## src/rtl/axi_lite_regs.sv

```systemverilog
// ---------------------------------------------------------------------------
// axi_lite_regs
//
// AXI4-Lite slave register file for the AD9643 capture path. It provides
// NUM_REGS read/write 32-bit control registers, followed in the address map
// by NUM_STAT read-only 32-bit status registers. The read and write channels
// are independent. Byte strobes are honoured. Undecoded indices answer SLVERR.
//
// Register 0 bit 0 drives the ADC-path `reset` control.
// Register 0 bit 1 drives the ADC-path `data_en` control.
//
// Optional feature (compile-time macro AXI_LITE_REGS_WR_PULSE_EN):
//   When defined, the wr_pulse port exists. wr_pulse[i] is a one-cycle
//   registered strobe that follows every successful write to control
//   register i.
//   When undefined, the port and its logic are absent.
//
// Parameters:
//   NUM_REGS   number of R/W control registers at byte offsets 0x0, 0x4, ...
//   NUM_STAT   number of read-only status registers after the control block
//   ADDR_WIDTH decoded address bits. Bits [1:0] and bits above ADDR_WIDTH-1
//              are ignored.
//
// Ports:
//   s_axi_aclk, s_axi_aresetn      clock, asynchronous active-low reset
//   s_axi_aw*/s_axi_w*/s_axi_bready  write address / data / response inputs
//   m_axi_awready/wready/bvalid/bresp  write channel outputs
//   s_axi_ar*/s_axi_rready         read address / response inputs
//   m_axi_arready/rvalid/rdata/rresp   read channel outputs
//   stat_in   NUM_STAT*32 status values, sampled at the AR handshake
//   reg_out   NUM_REGS*32 flattened control registers
//   reset     reg_out[0]
//   data_en   reg_out[1]
//   wr_pulse  NUM_REGS per-register write strobes (macro-enabled only)
// ---------------------------------------------------------------------------
module axi_lite_regs #(
  parameter int NUM_REGS   = 4,
  parameter int NUM_STAT   = 2,
  parameter int ADDR_WIDTH = 8
) (
  input  logic                     s_axi_aclk,
  input  logic                     s_axi_aresetn,
  // write address channel
  input  logic [31:0]              s_axi_awaddr,
  input  logic [2:0]               s_axi_awprot,
  input  logic                     s_axi_awvalid,
  output logic                     m_axi_awready,
  // write data channel
  input  logic [31:0]              s_axi_wdata,
  input  logic [3:0]               s_axi_wstrb,
  input  logic                     s_axi_wvalid,
  output logic                     m_axi_wready,
  // write response channel
  output logic [1:0]               m_axi_bresp,
  output logic                     m_axi_bvalid,
  input  logic                     s_axi_bready,
  // read address channel
  input  logic [31:0]              s_axi_araddr,
  input  logic [2:0]               s_axi_arprot,
  input  logic                     s_axi_arvalid,
  output logic                     m_axi_arready,
  // read data channel
  output logic [31:0]              m_axi_rdata,
  output logic [1:0]               m_axi_rresp,
  output logic                     m_axi_rvalid,
  input  logic                     s_axi_rready,
  // register file side
  input  logic [NUM_STAT*32-1:0]   stat_in,
  output logic [NUM_REGS*32-1:0]   reg_out,
  output logic                     reset,
  output logic                     data_en
`ifdef AXI_LITE_REGS_WR_PULSE_EN
  ,
  output logic [NUM_REGS-1:0]      wr_pulse
`endif
);

  localparam int         IDX_W       = ADDR_WIDTH - 2;
  localparam logic [1:0] RESP_OKAY   = 2'b00;
  localparam logic [1:0] RESP_SLVERR = 2'b10;

  typedef enum logic { W_IDLE, W_RESP } w_state_t;
  typedef enum logic { R_IDLE, R_DATA } r_state_t;

  // -------------------------------------------------------------------------
  // State
  // -------------------------------------------------------------------------
  w_state_t          w_state_reg;
  logic              aw_held_reg;
  logic              w_held_reg;
  logic              awready_reg;
  logic              wready_reg;
  logic              bvalid_reg;
  logic [1:0]        bresp_reg;
  logic [IDX_W-1:0]  wr_idx_reg;
  logic [31:0]       wdata_reg;
  logic [3:0]        wstrb_reg;

  r_state_t          r_state_reg;
  logic              arready_reg;
  logic              rvalid_reg;
  logic [31:0]       rdata_reg;
  logic [1:0]        rresp_reg;

  logic [31:0]       ctrl_mem_reg [NUM_REGS];

  // -------------------------------------------------------------------------
  // Handshakes and address decode
  // -------------------------------------------------------------------------
  logic              aw_hs;
  logic              w_hs;
  logic              ar_hs;
  logic              wr_commit;
  logic              wr_decoded;
  logic [IDX_W-1:0]  rd_idx;
  logic [NUM_REGS-1:0] wr_ctrl_sel;
  logic [NUM_REGS-1:0] rd_ctrl_sel;
  logic [NUM_STAT-1:0] rd_stat_sel;
  logic [31:0]       rd_data_next;
  logic [1:0]        rd_resp_next;

  // The ready flags are registered, so a handshake is simply valid & ready.
  assign aw_hs  = s_axi_awvalid & awready_reg;
  assign w_hs   = s_axi_wvalid  & wready_reg;
  assign ar_hs  = s_axi_arvalid & arready_reg;
  assign rd_idx = s_axi_araddr[ADDR_WIDTH-1:2];

  // The commit happens on the edge after both halves are held. This keeps the
  // register update off the capture edge, so AW and W need no ordering.
  assign wr_commit = (w_state_reg == W_IDLE) & aw_held_reg & w_held_reg;

  genvar gi;
  generate
    for (gi = 0; gi < NUM_REGS; gi++) begin : g_ctrl_dec
      assign wr_ctrl_sel[gi] = (wr_idx_reg == IDX_W'(gi));
      assign rd_ctrl_sel[gi] = (rd_idx     == IDX_W'(gi));
      assign reg_out[32*gi +: 32] = ctrl_mem_reg[gi];
    end
    for (gi = 0; gi < NUM_STAT; gi++) begin : g_stat_dec
      assign rd_stat_sel[gi] = (rd_idx == IDX_W'(NUM_REGS + gi));
    end
  endgenerate

  // Writes are accepted only for control indices. Status and undecoded
  // indices are refused.
  assign wr_decoded = |wr_ctrl_sel;

  // -------------------------------------------------------------------------
  // Write channel FSM
  // -------------------------------------------------------------------------
  always_ff @(posedge s_axi_aclk or negedge s_axi_aresetn) begin
    if (!s_axi_aresetn) begin
      w_state_reg <= W_IDLE;
      aw_held_reg <= 1'b0;
      w_held_reg  <= 1'b0;
      awready_reg <= 1'b0;
      wready_reg  <= 1'b0;
      bvalid_reg  <= 1'b0;
      bresp_reg   <= RESP_OKAY;
      wr_idx_reg  <= '0;
      wdata_reg   <= '0;
      wstrb_reg   <= '0;
    end else begin
      unique case (w_state_reg)
        W_IDLE: begin
          if (wr_commit) begin
            aw_held_reg <= 1'b0;
            w_held_reg  <= 1'b0;
            awready_reg <= 1'b0;
            wready_reg  <= 1'b0;
            bvalid_reg  <= 1'b1;
            bresp_reg   <= wr_decoded ? RESP_OKAY : RESP_SLVERR;
            w_state_reg <= W_RESP;
          end else begin
            if (aw_hs) begin
              aw_held_reg <= 1'b1;
              wr_idx_reg  <= s_axi_awaddr[ADDR_WIDTH-1:2];
            end
            if (w_hs) begin
              w_held_reg <= 1'b1;
              wdata_reg  <= s_axi_wdata;
              wstrb_reg  <= s_axi_wstrb;
            end
            // Each ready drops as soon as its half is captured. This also
            // raises both readies on the first edge after reset release.
            awready_reg <= ~(aw_held_reg | aw_hs);
            wready_reg  <= ~(w_held_reg  | w_hs);
          end
        end
        W_RESP: begin
          if (s_axi_bready) begin
            bvalid_reg  <= 1'b0;
            awready_reg <= 1'b1;
            wready_reg  <= 1'b1;
            w_state_reg <= W_IDLE;
          end
        end
        default: w_state_reg <= W_IDLE;
      endcase
    end
  end

  // -------------------------------------------------------------------------
  // Control registers with per-byte strobes. A zero strobe still counts as a
  // successful write, but it leaves the register unchanged.
  // -------------------------------------------------------------------------
  always_ff @(posedge s_axi_aclk or negedge s_axi_aresetn) begin
    if (!s_axi_aresetn) begin
      for (int i = 0; i < NUM_REGS; i++) begin
        ctrl_mem_reg[i] <= '0;
      end
    end else begin
      for (int i = 0; i < NUM_REGS; i++) begin
        for (int b = 0; b < 4; b++) begin
          if (wr_commit && wr_ctrl_sel[i] && wstrb_reg[b]) begin
            ctrl_mem_reg[i][8*b +: 8] <= wdata_reg[8*b +: 8];
          end
        end
      end
    end
  end

`ifdef AXI_LITE_REGS_WR_PULSE_EN
  logic [NUM_REGS-1:0] wr_pulse_reg;

  always_ff @(posedge s_axi_aclk or negedge s_axi_aresetn) begin
    if (!s_axi_aresetn) begin
      wr_pulse_reg <= '0;
    end else begin
      wr_pulse_reg <= wr_commit ? wr_ctrl_sel : '0;
    end
  end

  assign wr_pulse = wr_pulse_reg;
`endif

  // -------------------------------------------------------------------------
  // Read data mux. It sees the registers as they stand before this edge, so a
  // read colliding with a commit returns the old value.
  // -------------------------------------------------------------------------
  always_comb begin
    rd_data_next = '0;
    rd_resp_next = RESP_SLVERR;
    for (int i = 0; i < NUM_REGS; i++) begin
      if (rd_ctrl_sel[i]) begin
        rd_data_next = ctrl_mem_reg[i];
        rd_resp_next = RESP_OKAY;
      end
    end
    for (int j = 0; j < NUM_STAT; j++) begin
      if (rd_stat_sel[j]) begin
        rd_data_next = stat_in[32*j +: 32];
        rd_resp_next = RESP_OKAY;
      end
    end
  end

  // -------------------------------------------------------------------------
  // Read channel FSM
  // -------------------------------------------------------------------------
  always_ff @(posedge s_axi_aclk or negedge s_axi_aresetn) begin
    if (!s_axi_aresetn) begin
      r_state_reg <= R_IDLE;
      arready_reg <= 1'b0;
      rvalid_reg  <= 1'b0;
      rdata_reg   <= '0;
      rresp_reg   <= RESP_OKAY;
    end else begin
      unique case (r_state_reg)
        R_IDLE: begin
          if (ar_hs) begin
            rdata_reg   <= rd_data_next;
            rresp_reg   <= rd_resp_next;
            rvalid_reg  <= 1'b1;
            arready_reg <= 1'b0;
            r_state_reg <= R_DATA;
          end else begin
            arready_reg <= 1'b1;
          end
        end
        R_DATA: begin
          if (s_axi_rready) begin
            rvalid_reg  <= 1'b0;
            arready_reg <= 1'b1;
            r_state_reg <= R_IDLE;
          end
        end
        default: r_state_reg <= R_IDLE;
      endcase
    end
  end

  // -------------------------------------------------------------------------
  // Outputs
  // -------------------------------------------------------------------------
  assign m_axi_awready = awready_reg;
  assign m_axi_wready  = wready_reg;
  assign m_axi_bvalid  = bvalid_reg;
  assign m_axi_bresp   = bresp_reg;
  assign m_axi_arready = arready_reg;
  assign m_axi_rvalid  = rvalid_reg;
  assign m_axi_rdata   = rdata_reg;
  assign m_axi_rresp   = rresp_reg;

  assign reset   = ctrl_mem_reg[0][0];
  assign data_en = ctrl_mem_reg[0][1];

  // Protection bits and the address bits outside the decoded field are
  // deliberately ignored.
  logic unused_inputs;
  assign unused_inputs = ^{s_axi_awprot, s_axi_arprot,
                           s_axi_awaddr[1:0], s_axi_awaddr[31:ADDR_WIDTH],
                           s_axi_araddr[1:0], s_axi_araddr[31:ADDR_WIDTH]};

endmodule

```

## config.mk

```make
export PLATFORM = sky130hd
export DESIGN_NAME = axi_lite_regs
export DESIGN_NICKNAME = d
export VERILOG_FILES = /design/src/rtl/axi_lite_regs.sv
export SDC_FILE = /design/constraint.sdc
export NUM_CORES = 1
export LEC_CHECK = 0
export ABC_AREA = 1
export BUFFER_PORTS_ARGS = -buffer_cell sky130_fd_sc_hd__buf_2
export CAP_MARGIN = 10
export CELL_PAD_IN_SITES_DETAIL_PLACEMENT = 0
export CELL_PAD_IN_SITES_GLOBAL_PLACEMENT = 1
export CORE_MARGIN = 3
export CORE_UTILIZATION = 36
export CTS_CLUSTER_DIAMETER = 200
export DETAILED_ROUTE_END_ITERATION = 8
export PLACE_DENSITY = 0.8
export SLEW_MARGIN = 0
export SYNTH_ARGS = -nofsm -noshare
export SYNTH_HDL_FRONTEND = slang
export SYNTH_SLANG_ARGS = --single-unit
```

## constraint.sdc

```tcl
create_clock -name s_axi_aclk -period 2 [get_ports s_axi_aclk]
set_input_delay 0.4 -clock s_axi_aclk [delete_from_list [all_inputs] [get_ports s_axi_aclk]]
set_output_delay 0.4 -clock s_axi_aclk [all_outputs]
set_load 0.1 [all_outputs]
```

Yosys cells after proc, flatten, opt, wreduce, memory -nomap -nowiden
Index checks and enable logic that the tools add are counted.
{"block": "totals", "regBits": 215, "wordCells": 125}
{"block": "op_classes", "eq_ne": 12, "muxes": 37, "reduce_logical": 33, "bitwise": 12}
{"operator": "32-bit 2-to-1 mux", "count": 6}
{"operator": "6-bit by 2-bit equality test with 1-bit output (second input constant)", "count": 4}
{"operator": "1-bit logical AND", "count": 20}
{"operator": "1-bit 2-to-1 mux", "count": 17}
{"operator": "2-bit 2-to-1 mux", "count": 7}
{"operator": "1-bit one-hot mux with 2 select lines", "count": 7}
{"operator": "6-bit by 1-bit equality test with 1-bit output (second input constant)", "count": 2}
{"operator": "6-bit by 3-bit equality test with 1-bit output (second input constant)", "count": 2}
{"operator": "6-bit zero test", "count": 2}
{"operator": "2-bit AND reduction", "count": 6}
{"operator": "2-bit != test (second input constant)", "count": 4}
{"operator": "3-bit AND reduction", "count": 2}
{"operator": "1-bit bitwise AND", "count": 5}
{"operator": "1-bit inverter", "count": 5}
{"operator": "2-bit nonzero test", "count": 2}
{"operator": "4-bit OR reduction", "count": 1}
{"operator": "1-bit OR", "count": 2}

Logic depth before layout (Yosys ltp)
Gate-level depths: netlist (run 1).
{"block": "depth", "ltp_word": 7, "depth_mapped": 11, "ltp_nobuf": 9}

Least setup slack after synthesis (run 1)
Ideal clock, no wire load.
{"block": "synth_path", "kind": "reg2reg", "start": "reg wready_reg, in the netlist m_axi_wready", "end": "reg wdata_reg[10]", "stages_incl_launch_ff": 7, "path_slack_ns": 0.133, "required_ns": 1.867, "t_arrival_ns": 1.735, "path_buffers": 1, "cell_sequence": "dfrtp_1 > nand2_1 > a21oi_1 > nand2_1 > buf_2 > nor2_1 > a21oi_1"}
{"block": "synth_between", "elab_chain_len": 2}
{"element": "from (decl)", "line": "92", "text": "logic wready_reg;"}
{"element": "from (signal assigned)", "line": "187", "text": "wready_reg <= ~(w_held_reg | w_hs);"}
{"element": "1-bit bitwise AND", "line": "124", "text": "assign w_hs = s_axi_wvalid & wready_reg;"}
{"element": "3-bit AND reduction (no source line)"}
{"element": "to (signal assigned)", "line": "181", "text": "wdata_reg <= s_axi_wdata;"}
{"element": "to (decl)", "line": "96", "text": "logic [31:0] wdata_reg;"}
No other way between the ends.
A chain may end at the register's enable or synchronous reset.

Final worst setup path (run 1)
{"block": "layout_path", "start": "reg ctrl_mem_reg, in the netlist reg_out[27]", "end": "out reg_out[27]"}
{"element": "from (decl)", "line": "105", "text": "logic [31:0] ctrl_mem_reg [NUM_REGS];"}
{"element": "from (signal, indexed assignment)", "line": "216", "text": "ctrl_mem_reg[i][8*b +: 8] <= wdata_reg[8*b +: 8];"}
{"element": "to (decl)", "line": "69", "text": "output logic [NUM_REGS*32-1:0] reg_out,"}
No word-level cell between the ends.

==> out/results.tsv, run 1 <==
metric	value	unit
outcome	complete, no violations	
hold_viol	0	
worstPathCellList	buf_2	
fin_nets	1701	
vias	9148	
wl_met2	13.5	mm
grt_overflow	0	
fp-row-count	60	
fin_tns_setup	0	ns
grt_max_degree	73	
die-area	29800	um2
path_delay_family	buffers and inverters	
max-cap-violations	0	
period_share	90.5	%
max-clock-path-buffers	3	
power	25.0	mW
totalWireLength	32.8	mm
r2r_slack	0.19	ns
boundaryPins	348	
utilization	47.0	%
path_depth	1	
final_cell_mix	nand2_1 (386), buf_2 (286), dfrtp_1 (213)	
clk_latency	0.52	ns
worst_pin_slew	0.546	ns
wl_per_cell	17.2	um
r2r_cells	8	
die_y	173	um
n_antenna_cell	0	
wl_met1	16.0	mm
leakagePower	6.98	nW
antenna_found_initial	0	
wl_met3	2.54	mm
path_class	reg -> out	
h-tree-depth	1	
cp-end-kind	output pin	
fmax	552	MHz
cpPeakStageDelay	0.46	ns
r2r-end	reg_out[113]$_DFFE_PN0P_	
grt_first_pass_wirelength	51.0	mm
pwr_density_cell	1960	nW/um2
startpoint	reg_out[27]$_DFFE_PN0P_	
gp_congestion	0.870	
rsz0062_at_grt	false	
synth_seq_cells	213	
clock_skew	0.0181	ns
synth_edf_count	0	
crit_arrival	1.41	ns
die_w	173	um
postSynthCellCount	1241	
synth_area	9990	um2
hpwl	25.1	mm
portBuffers	287	
startpoint_type	flop	
post-route-min-period	1.81	ns
cts_post_setup_buffers_inserted	0	
top_layer	met4	
crit_end	reg_out[27]	
area_delta_synth_final	27.6	%
cts_root_buf	clkbuf_16	
firstDrtPassIters	5	
relSlewSlack	63.9	%
largest_register_ffs	127	
async_reset_ff_share	100	%
layout_commonest_cell	nand2_1	
cp.required	1.60	ns
reg2reg_from	wr_idx_reg[5]$_DFFE_PN0P_	
cts.sinks	213	
whs	0.0624	ns
ir_worst_vdd	1210	uV
cts_tree	built	
slew_viol_final	0	
critPathBufInv	1	
cts_buffers	25	
core	27100	um2
finalSetupViolCount	0	
first_iter_violations	696	
clk_pin_slew	0.06	ns
hold_class	in -> reg	
groute.usage.overall	21.4	%
drc	0	
crit_fanout	3	
ant_nets	0	
synth_area_per_cell	8.05	um2
netlist-cell-type-count	27	
start_util	36.9	%
synth-seq-area-share	53.4	%
crit_path_top_delay_cell	buf_2	
grt_pass1_vias	8537	
synth_top_flop_cell	dfrtp_1	
drive_above_1_share	26.9	%
synth_warnings	0	
via_per_inst	4.78	
[cell usage after synthesis, types with 3 or more instances]
library cell	instances	area, um2
nand2_1	387	1450
dfrtp_1	213	5330
nor2_1	151	567
o21ai_0	106	531
inv_1	93	349
a21oi_1	70	350
nand4_1	62	388
nand3_1	29	145
buf_2	27	135
o21ai_2	27	236
clkbuf_1	19	71.3
buf_1	8	30.0
o21ai_1	8	40.0
nor2_4	7	78.8
buf_4	6	45.0
nand2_2	5	31.3
buf_6	4	45.0
mux2_2	4	45.0
nand3_2	3	30.0
[cells by family after synthesis]
| group | after synthesis | synth area share [%] |
|---|---|---|
| buffers and inverters | 159 | 6.84 |
| AOI/OAI and AO/OA | 212 | 11.7 |
| muxes | 4 | 0.451 |
| DFF | 213 | 53.4 |
| and+or+nand+nor | 652 | 27.7 |
| other | 1 | 0.0375 |
[layout make-up]
cell class,count,area [um2]
Clock buffer,34,689
Clock inverter,10,104
Sequential cell,213,5330
Inverter,95,357
Tap cell,372,465
Timing Repair Buffer,319,1800
Multi-Input combinational cell,870,4000
Fill cell,2721,14400
[stage by stage]
| step | worst slack (ns) | std cells | cell area [um2] |
|---|---|---|---|
| after floorplan | 0.133 | 1242 | 9990 |
| after global routing | 0.00846 | 1913 | 12700 |
| after CTS | 0.0998 | 1913 | 12700 |
| after global placement | 0.123 | 1868 | 11900 |
| after detailed placement | 0.129 | 1868 | 11900 |
| final | 0.189 | 1913 | 12700 |
[how the worst min path moves through the flow]
stage	startpoint	endpoint	slack [ns]	cells after the start
6_report	s_axi_rready	m_axi_rvalid$_DFFE_PN0P_	0.06	2
5_1_grt	s_axi_rready	m_axi_rvalid$_DFFE_PN0P_	0.08	2
4_1_cts	s_axi_rready	m_axi_rvalid$_DFFE_PN0P_	0.05	2
3_5_place_dp	s_axi_aresetn	m_axi_rdata[19]$_DFFE_PN0P_	0.37	1
3_3_place_gp	s_axi_aresetn	m_axi_rdata[19]$_DFFE_PN0P_	0.37	1
2_1_floorplan	s_axi_aresetn	aw_held_reg$_DFFE_PN0P_	0.10	0
[routing by layer]
layer / up-vias / track usage (%)
li1: 4561 / -
met1: 4213 / 33.0
met2: 331 / 30.5
met3: 43 / 4.94
met4: 0 / 5.20
met5: - / 0
[where the power goes]
part           internal [mW]  switching [mW]  total [mW]
logic                   1.96            11.5        13.5
registers               5.89            1.22        7.11
clock network           2.66            1.78        4.44
[what timing repair did]
action,in CTS,in global routing
hold endpoints to repair,52,0
endpoints found under the setup margin,0,9
gates resized for setup,0,2
hold buffers,1,0
Power figures use the tool's default switching activity.
==> inputs of run 2 (changes only) <==
ABC_AREA = unset   (was 1)
CORE_UTILIZATION = 39   (was 36)
GPL_ROUTABILITY_DRIVEN = 0   (was unset)
==> run 2 against run 1 <==
  * Design area about the same
  * First-iteration DRC count is 41% lower
  * Wire length fell by 10%
  * Register-to-register slack worse by 0.16 ns
  * Final cell count shrank 28%
  * Critical endpoint is now reg_out[68]$_DFFE_PN0P_
==> out/results.tsv, run 2 <==
metric	value	unit
fin_nets	1203	
cts_root_buf	clkbuf_16	
die_w	164	um
via_per_inst	5.26	
wl_per_cell	21.5	um
layout_commonest_cell	buf_2	
synth_area	9730	um2
relSlewSlack	47.4	%
path_class	reg -> reg	
die_y	164	um
antenna_found_initial	3	
hold_class	in -> reg	
cts_tree	built	
cts.sinks	213	
cp.required	2.39	ns
fin_area	12700	um2
crit_arrival	2.36	ns
synth_top_area_share	54.8	%
multi_input_area	4160	um2
yosys.area_share.simple	7.36	%
firstDrtPassIters	4	
worstPathCellList	or4_4 -> nor2_8 -> buf_12 -> nand3_4 -> mux2_4	
fillers	2179	
hold_viol	0	
first_iter_violations	414	
synth_top_area_cell	dfrtp_1	
dpl_cell_area	11900	um2
cp-end-kind	flop	
wl_met1	12.3	mm
synth-compound-area-share	8.10	%
cts_buffers	24	
top_layer	met5	
synth-seq-area-share	54.8	%
area_delta_synth_final	31.0	%
grt_max_degree	57	
period_share	98.7	%
postSynthCellCount	708	
max-cap-violations	0	
cpPeakStageDelay	0.57	ns
totalWireLength	29.4	mm
startpoint_type	flop	
outcome	complete, no violations	
wl_met3	1.91	mm
boundaryPins	348	
core	24400	um2
synthAdderAreaFrac	0	%
rsz0062_at_grt	true	
groute.usage.overall	21.4	%
whs	0.118	ns
drive_above_1_share	57.4	%
grt_pass1_vias	7334	
synth_top_flop_cell	dfrtp_1	
synth_area_per_cell	13.7	um2
crit_path_top_delay_cell	or4_4	
synth_mux_area_share	26.9	%
drc	0	
async_reset_ff_share	100	%
clock_skew	0.00949	ns
post-route-min-period	1.97	ns
grt_overflow	0	
finalSetupViolCount	0	
hpwl	21.5	mm
grt_first_pass_wirelength	44.4	mm
vias	7202	
slew_viol_final	0	
clk_pin_slew	0.06	ns
final_cell_mix	buf_2 (285), dfrtp_1 (211), mux2_2 (136)	
h-tree-depth	1	
yosys.area_share.xor_xnor	0	%
ant_nets	0	
die-area	26900	um2
worst_pin_slew	0.787	ns
netlist-cell-type-count	44	
yosysMostFrequentCell	dfrtp_1	
synth_seq_cells	213	
fp-row-count	57	
synth_warnings	0	
utilization	52.2	%
max-clock-path-buffers	3	
fmax	507	MHz
start_util	39.9	%
synthTopCellsByArea	dfrtp_1 (55%), mux2_2 (16%), mux2_4 (6.2%)	
wl_met2	14.4	mm
crit_fanout	8	
clk_latency	0.51	ns
ff_latch_area	5330	um2
synth_edf_count	0	
portBuffers	287	
synth_commonest_cells	dfrtp_1 (213), mux2_2 (136), a21oi_1 (46)	
largest_register_ffs	127	
synth_top_family_by_area	multiplexers	
-- run 2: cell count changes in the layout (fill, tap and decap cells not counted), moves of 30 or more --
cell / change
nand2_1: -345
mux2_2: +132
nor2_1: -131
inv_1: -90
o21ai_0: -84
nand4_1: -62
mux2_4: +40
o22ai_1: +30
-- run 2: cell type report --
type | count | area share, %
repair buffers | 339 | 15.6
inverters | 3 | 0.0884
clock inverters | 12 | 1.36
flip-flops and latches | 213 | 41.9
well taps | 324 | 3.18
diodes | 2 | 0.0393
clock buffers | 31 | 5.25
multi-input cells | 445 | 32.7
-- run 2: logic make-up after synthesis --
family / after synthesis
flip-flops: 213
multiplexers: 199
AO/OA/AOI/OAI: 134
AND/OR/NAND/NOR: 110
buffers and inverters: 51
other: 1
-- run 2: worst paths after layout --
path                       slack (ns)                           to  depth (start not counted)                 startpoint
max                              0.03      reg_out[68]$_DFFE_PN0P_                          5  wr_idx_reg[3]$_DFFE_PN0P_
min                              0.12        r_state_reg$_DFF_PN0_                          2               s_axi_rready
max reg2reg                      0.03      reg_out[68]$_DFFE_PN0P_                          5  wr_idx_reg[3]$_DFFE_PN0P_
min reg2reg                      0.48     m_axi_bvalid$_DFFE_PN0P_                          2   m_axi_bvalid$_DFFE_PN0P_
max in group asynchronous        0.94     wdata_reg[8]$_DFFE_PN0P_                          3              s_axi_aresetn
min in group asynchronous        0.40  m_axi_rdata[27]$_DFFE_PN0P_                          2              s_axi_aresetn
-- run 2: worst max-delay path, delay by kind of cell (launching register included) --
| family | cells | cell delay, ns |
|---|---|---|
| buffers and inverters | 1 | 0.16 |
| muxes | 1 | 0.37 |
| and+or+nand+nor | 3 | 0.94 |
| DFF | 1 | 0.37 |
-- run 2: per-stage QoR --
step | TNS, ns | cells | setup WS (ns)
after global routing | -0.645 | 1369 | -0.0308
after global placement | -0.00886 | 1322 | -0.00886
after detailed placement | -0.0564 | 1322 | -0.0289
final | 0 | 1369 | 0.0266
after floorplan | 0 | 709 | 0.0409
after CTS | 0 | 1366 | 0.00178
-- run 2: routing by layer --
metal	track usage (%)	up-vias
li1	-	3274
met1	29.2	3657
met2	35.6	218
met3	3.86	51
met4	5.54	2
met5	0	-
-- run 2: what timing repair did --
action                                  CTS  global route
resized for setup                         0             3
hold endpoints to repair                 44             0
buffers inserted                          0             1
hold buffers                              1             0
endpoints found under the setup margin    0            59
Power of run 2 is left out: the tool's default activity adds up to more than one toggle a clock period on the data nets, which glitch-free logic cannot reach.
